--- src/rtl/draw_sequencer.sv ---
// draw_sequencer: frame-draw controller between the game FSM, the background
// and sprite pixel engines, and the VGA adapter write port.
// Sequences background then sprite (or sprite only), re-times the engine pixel
// streams through a two-stage pipe and owns every VGA write signal.
// Optional build macro: DRAW_SEQ_TRANSPARENT_EN makes black sprite pixels
// transparent (never written). Without it every in-bounds pixel is written.

module draw_sequencer #(
   parameter int X_SCREEN_PIXELS = 160,
   parameter int Y_SCREEN_PIXELS = 120,
   parameter int DRAIN_CYCLES    = 2
) (
   input  logic       Clock,
   input  logic       Reset,
   input  logic       drawRequest,
   input  logic       spriteRequest,
   output logic       bgSignal,
   output logic       bgPlot,
   input  logic [7:0] bgX,
   input  logic [6:0] bgY,
   input  logic [2:0] bgColour,
   input  logic       bgDone,
   output logic       spSignal,
   output logic       spPlot,
   input  logic [7:0] spX,
   input  logic [6:0] spY,
   input  logic [2:0] spColour,
   input  logic       spDone,
   output logic [7:0] vgaX,
   output logic [6:0] vgaY,
   output logic [2:0] vgaColour,
   output logic       vgaWriteEn,
   output logic       busy,
   output logic       frameDone
);

   // A drain of fewer than one cycle is treated as one cycle.
   localparam int               CNT_W    = (DRAIN_CYCLES > 1) ? $clog2(DRAIN_CYCLES) : 1;
   localparam logic [CNT_W-1:0] CNT_LAST = (DRAIN_CYCLES > 1) ? CNT_W'(DRAIN_CYCLES - 1)
                                                               : {CNT_W{1'b0}};
   // Limits widened by one bit so a full 256/128 screen still compares correctly.
   localparam logic [8:0]       X_LIM    = 9'(X_SCREEN_PIXELS);
   localparam logic [7:0]       Y_LIM    = 8'(Y_SCREEN_PIXELS);

   typedef enum logic [2:0] {
      ST_IDLE     = 3'd0,
      ST_BG_RUN   = 3'd1,
      ST_BG_DRAIN = 3'd2,
      ST_SP_RUN   = 3'd3,
      ST_SP_DRAIN = 3'd4,
      ST_FINISH   = 3'd5
   } state_t;

   state_t           state_q, state_d;
   logic [CNT_W-1:0] drain_q, drain_d;
   logic             pend_full_q, pend_full_d;
   logic             pend_sp_q, pend_sp_d;

   logic             bg_strobe_q, sp_strobe_q, busy_q, frame_done_q;

   logic [7:0]       s1_x_q, s1_x_d;
   logic [6:0]       s1_y_q, s1_y_d;
   logic             s1_valid_q, s1_valid_d;
   logic             s1_sp_q, s1_sp_d;

   logic [7:0]       vga_x_q;
   logic [6:0]       vga_y_q;
   logic [2:0]       vga_colour_q, vga_colour_d;
   logic             vga_we_q, vga_we_d;
   logic             transparent_s;

   // Sequencing FSM: picks the next phase and counts the post-done drain.
   always_comb begin
      state_d = state_q;
      drain_d = {CNT_W{1'b0}};
      case (state_q)
         ST_IDLE: begin
            if (drawRequest || pend_full_q) begin
               state_d = ST_BG_RUN;
            end else if (spriteRequest || pend_sp_q) begin
               state_d = ST_SP_RUN;
            end else begin
               state_d = ST_IDLE;
            end
         end
         ST_BG_RUN: begin
            if (bgDone) begin
               state_d = ST_BG_DRAIN;
            end else begin
               state_d = ST_BG_RUN;
            end
         end
         ST_BG_DRAIN: begin
            if (drain_q == CNT_LAST) begin
               state_d = ST_SP_RUN;
            end else begin
               drain_d = drain_q + CNT_W'(1'b1);
            end
         end
         ST_SP_RUN: begin
            if (spDone) begin
               state_d = ST_SP_DRAIN;
            end else begin
               state_d = ST_SP_RUN;
            end
         end
         ST_SP_DRAIN: begin
            if (drain_q == CNT_LAST) begin
               state_d = ST_FINISH;
            end else begin
               drain_d = drain_q + CNT_W'(1'b1);
            end
         end
         ST_FINISH: begin
            state_d = ST_IDLE;
         end
         default: begin
            state_d = ST_IDLE;
         end
      endcase
   end

   // One-deep request memory: set while busy, cleared when the sequence starts.
   // A full redraw already includes the sprite, so it swallows a sprite request.
   always_comb begin
      pend_full_d = pend_full_q;
      pend_sp_d   = pend_sp_q;
      if (state_q != ST_IDLE) begin
         if (drawRequest) begin
            pend_full_d = 1'b1;
            pend_sp_d   = 1'b0;
         end else if (spriteRequest) begin
            pend_sp_d = 1'b1;
         end else begin
            pend_sp_d = pend_sp_q;
         end
      end else begin
         if (state_d == ST_BG_RUN) begin
            pend_full_d = 1'b0;
            pend_sp_d   = 1'b0;
         end else if (state_d == ST_SP_RUN) begin
            pend_sp_d = 1'b0;
         end else begin
            pend_sp_d = pend_sp_q;
         end
      end
   end

   // Stage-1 source mux: only the engine owned by the current run state is seen.
   always_comb begin
      s1_x_d     = bgX;
      s1_y_d     = bgY;
      s1_sp_d    = 1'b0;
      s1_valid_d = 1'b0;
      case (state_q)
         ST_BG_RUN: begin
            s1_valid_d = !bgDone;
         end
         ST_SP_RUN: begin
            s1_x_d     = spX;
            s1_y_d     = spY;
            s1_sp_d    = 1'b1;
            s1_valid_d = !spDone;
         end
         default: begin
            s1_valid_d = 1'b0;
         end
      endcase
   end

`ifdef DRAW_SEQ_TRANSPARENT_EN
   assign transparent_s = s1_sp_q && (vga_colour_d == 3'b000);
`else
   assign transparent_s = 1'b0;
`endif

   // Stage-2 colour pick (colour now lines up with stage-1 X/Y) and write gate.
   always_comb begin
      vga_colour_d = bgColour;
      if (s1_sp_q) begin
         vga_colour_d = spColour;
      end else begin
         vga_colour_d = bgColour;
      end
      vga_we_d = s1_valid_q
              && ({1'b0, s1_x_q} < X_LIM)
              && ({1'b0, s1_y_q} < Y_LIM)
              && !transparent_s;
   end

   // Control state, pending flags and strobes; strobes decode the next state.
   always_ff @(posedge Clock) begin
      if (Reset) begin
         state_q      <= ST_IDLE;
         drain_q      <= {CNT_W{1'b0}};
         pend_full_q  <= 1'b0;
         pend_sp_q    <= 1'b0;
         bg_strobe_q  <= 1'b0;
         sp_strobe_q  <= 1'b0;
         busy_q       <= 1'b0;
         frame_done_q <= 1'b0;
      end else begin
         state_q      <= state_d;
         drain_q      <= drain_d;
         pend_full_q  <= pend_full_d;
         pend_sp_q    <= pend_sp_d;
         bg_strobe_q  <= (state_d == ST_BG_RUN);
         sp_strobe_q  <= (state_d == ST_SP_RUN);
         busy_q       <= (state_d != ST_IDLE);
         frame_done_q <= (state_d == ST_FINISH);
      end
   end

   // Two-stage pixel pipe feeding the VGA write port.
   always_ff @(posedge Clock) begin
      if (Reset) begin
         s1_x_q       <= 8'd0;
         s1_y_q       <= 7'd0;
         s1_valid_q   <= 1'b0;
         s1_sp_q      <= 1'b0;
         vga_x_q      <= 8'd0;
         vga_y_q      <= 7'd0;
         vga_colour_q <= 3'd0;
         vga_we_q     <= 1'b0;
      end else begin
         s1_x_q       <= s1_x_d;
         s1_y_q       <= s1_y_d;
         s1_valid_q   <= s1_valid_d;
         s1_sp_q      <= s1_sp_d;
         vga_x_q      <= s1_x_q;
         vga_y_q      <= s1_y_q;
         vga_colour_q <= vga_colour_d;
         vga_we_q     <= vga_we_d;
      end
   end

   assign bgSignal   = bg_strobe_q;
   assign bgPlot     = bg_strobe_q;
   assign spSignal   = sp_strobe_q;
   assign spPlot     = sp_strobe_q;
   assign busy       = busy_q;
   assign frameDone  = frame_done_q;
   assign vgaX       = vga_x_q;
   assign vgaY       = vga_y_q;
   assign vgaColour  = vga_colour_q;
   assign vgaWriteEn = vga_we_q;

endmodule

--- config.mk ---
export PLATFORM = sky130hd
export DESIGN_NAME = draw_sequencer
export DESIGN_NICKNAME = d
export VERILOG_FILES = /design/src/rtl/draw_sequencer.sv
export SDC_FILE = /design/constraint.sdc
export NUM_CORES = 1
export LEC_CHECK = 0
export ABC_AREA = 1
export CORE_MARGIN = 3
export CORE_UTILIZATION = 35
export CTS_CLUSTER_DIAMETER = 100
export DETAILED_ROUTE_END_ITERATION = 6
export GPL_TIMING_DRIVEN = 0
export PLACE_DENSITY = 0.68
export SLEW_MARGIN = 20
export SYNTH_ARGS = -nofsm -noshare
export SYNTH_HDL_FRONTEND = slang
export SYNTH_SLANG_ARGS = --single-unit
export TNS_END_PERCENT = 10
--- constraint.sdc ---
create_clock -name Clock -period 2.67 [get_ports Clock]
set_input_delay 0.534 -clock Clock [delete_from_list [all_inputs] [get_ports Clock]]
set_output_delay 0.534 -clock Clock [all_outputs]
set_load 0.03 [all_outputs]
==> flow_metrics.tcl <==
set metrics [dict create \
    reg2reg_setup_slack_ps 1280 \
    gpl.final_weighted_congestion 0.815 \
    power_density_over_cell_area_nw_per_um2 694 \
    p_leak_uw 0.00109 \
    dpl_worst_slack_ps 775 \
    cts_repair_resize_count 0 \
    max_cap_viol_count 0 \
    dpl.cell_count 324 \
    synth_warnings 0 \
    detail_route.wirelength_um 3510 \
    final.setup.tns_ps 0 \
    critical_path_arrival_ps 1380 \
    timing.final.crit_share 0.717 \
    floorplan.die.width_um 74.1 \
    crit_path_end_kind "primary output" \
    max-slew-margin-rel 0.696 \
    floorplan.die_area_um2 5490 \
    number_of_inserted_diodes 0 \
    layout.filler_cells 442 \
    critical_path_required_ps 2140 \
    cts.htree.levels 2 \
    setup-violations-final 0 \
    numCtsBuffers 5 \
    finalCriticalPeriod_ps 1910 \
    initial_utilization 0.368 \
    worst-setup-path-type "register to primary output" \
    synthesis.area_per_instance_um2 7.88 \
    design.portCount 67 \
    slowest_delay_ps 650 \
    hold_viol 0 \
    finalCoreUtilization 0.553 \
    overflow 0 \
    final_layout_size_suffix_gt1_frac 0.0857 \
    die_y_um 74.1 \
    drt_pass1_iterations 4 \
    end_of_the_worst_register_to_register_path "pend_sp_q" \
    clock-sinks 46 \
    max-vdd-ir-drop_uv 266 \
    grt_start_max_net_pins 14 \
    timing_worst_slew_pin_value_ps 456 \
    area.growth.synth_to_final_pct 50.3 \
    ff2ff_path_depth 9 \
    status "completed" \
    core-area_um2 4410 \
    cts_root_buffer "sky130_fd_sc_hd__clkbuf_8" \
    report.final.slew_viol_count 0 \
    worstReg2RegStart "state_q[0]" \
    cts_setup_buffers 0 \
    tritoncts "done" \
    path_cells "buf_4 > clkdlybuf4s50_1" \
    placement.io_buffers 66 \
    antenna_violating_nets_left 0 \
    worst_setup_path_start_kind "register" \
    grt_first_pass_wirelength_um 5430 \
    finalHoldWorstSlack_ps 404 \
    max_clock_buf_depth 2 \
    worst_hold_startpoint "s1_y_q[2]" \
    synthDistinctLibCells 21 \
    nNetsFinal 321 \
    via_count_of_the_first_global_routing_pass 1208 \
    cts-hold-fix-buffers 0 \
    slowest_stage "sky130_fd_sc_hd__clkdlybuf4s50_1" \
    drc 0 \
    grt_setup_unrepaired "no" \
    cp-endpoint "spSignal" \
    placement_rows 24 \
    dr_total_vias 1413 \
    routed_wire_length_per_instance_um 10.6 \
    timing.critical_path.from "spPlot" \
    antenna_found_initial 0 \
    worst-path-max-fanout 2 \
    instances_no_fill 332 \
    hold_path.class "register to register" \
    mappedNetlistNets 248 \
    grt.total_usage 0.134 \
    clock_latency_ps 290 \
    synth_area_um2 1620 \
    seq_area_frac_synth 0.567 \
    clock.fmax_mhz 523 \
    detailedRoute.firstIterationViolations 76 \
    synth_cells 206 \
    setup_ws_ps 757 \
    fin_worst_skew_ps 2.57 \
    viasPerCell 4.26 \
    clk_pin_slew_worst_paths_ps 80 \
    synth_seq_cells 46 \
    dp_hpwl_um 2770 \
]
-- report_power, final --
part,internal [uW],switching [uW],total (uW),leakage [uW]
registers,759,29.9,789,0.000380
clock network,209,216,425,0.0000482
logic,207,272,479,0.000657
total,1170,518,1690,0.00109
-- cell type report --
class / instances / area [um2] / area share
Clock inverter: 1 / 5.00 / 0.00205
Sequential cell: 46 / 921 / 0.377
Clock buffer: 7 / 86.3 / 0.0354
Multi-Input combinational cell: 115 / 526 / 0.215
Tap cell: 52 / 65.1 / 0.0267
Timing Repair Buffer: 66 / 661 / 0.271
Inverter: 37 / 139 / 0.0569
Buffer: 8 / 37.5 / 0.0154
-- worst min path at each step --
stage	end	slack, ps	cells after the start
final	vgaY[2]	400	2
after global routing	vgaX[4]	420	2
after floorplan	vgaX[0]	390	2
after CTS	vgaY[2]	410	2
after global placement	vgaX[0]	390	2
after detailed placement	vgaX[4]	400	2
-- synthesized netlist by cell type, drive strengths merged --
master	instances	area, um2
nor3b	1	7.51
clkbuf	5	18.8
o21ai	22	114
nand3	8	67.6
nor3	2	10.0
inv	37	139
nor2	62	243
a21oi	1	5.00
buf	3	18.8
nor4	1	6.26
dfxtp	46	921
nand2	18	72.6
-- metrics by stage --
stage                     cell area, um2  total power (uW)
final                               2440              1690
after global routing                2440              1790
after CTS                           2440              1710
after floorplan                     1620              1100
after detailed placement            2350              1280
after global placement              2350              1270
-- registers in the layout, summed over array words and instances, names as in the netlist, 3 cells and up --
register   cells
s1_y_q         7
vgaX           8
s1_x_q         8
state_q        3
vgaY           7
vgaColour      3
-- layer usage --
metal	routed length [um]	up-vias	GRT usage
met5	0	-	0
met4	42	0	0.0785
met3	227	2	0.0338
met2	1780	39	0.235
met1	1450	612	0.146
li1	-	760	-
-- cells by family after synthesis --
kind of cell,share of synthesized area
AOI/OAI and AO/OA,0.0732
and+or+nand+nor,0.251
DFF,0.567
buffers and inverters,0.109
-- worst max-delay path: cells and delay by family (launching register included) --
family	cells	cell delay [ps]
buffers and inverters	2	750
flip-flops	1	340
-- placed cells by master (no fill, tap or decap), drive strengths merged, types with 2 or more instances in the layout --
| cell | count |
|---|---|
| dfxtp | 46 |
| nand2 | 18 |
| nor2 | 62 |
| nor3 | 2 |
| buf | 3 |
| clkdlybuf4s50 | 66 |
| nand3 | 8 |
| clkbuf | 12 |
| o21ai | 22 |
| inv | 37 |
No activity file was read; power rests on OpenSTA's default activity.
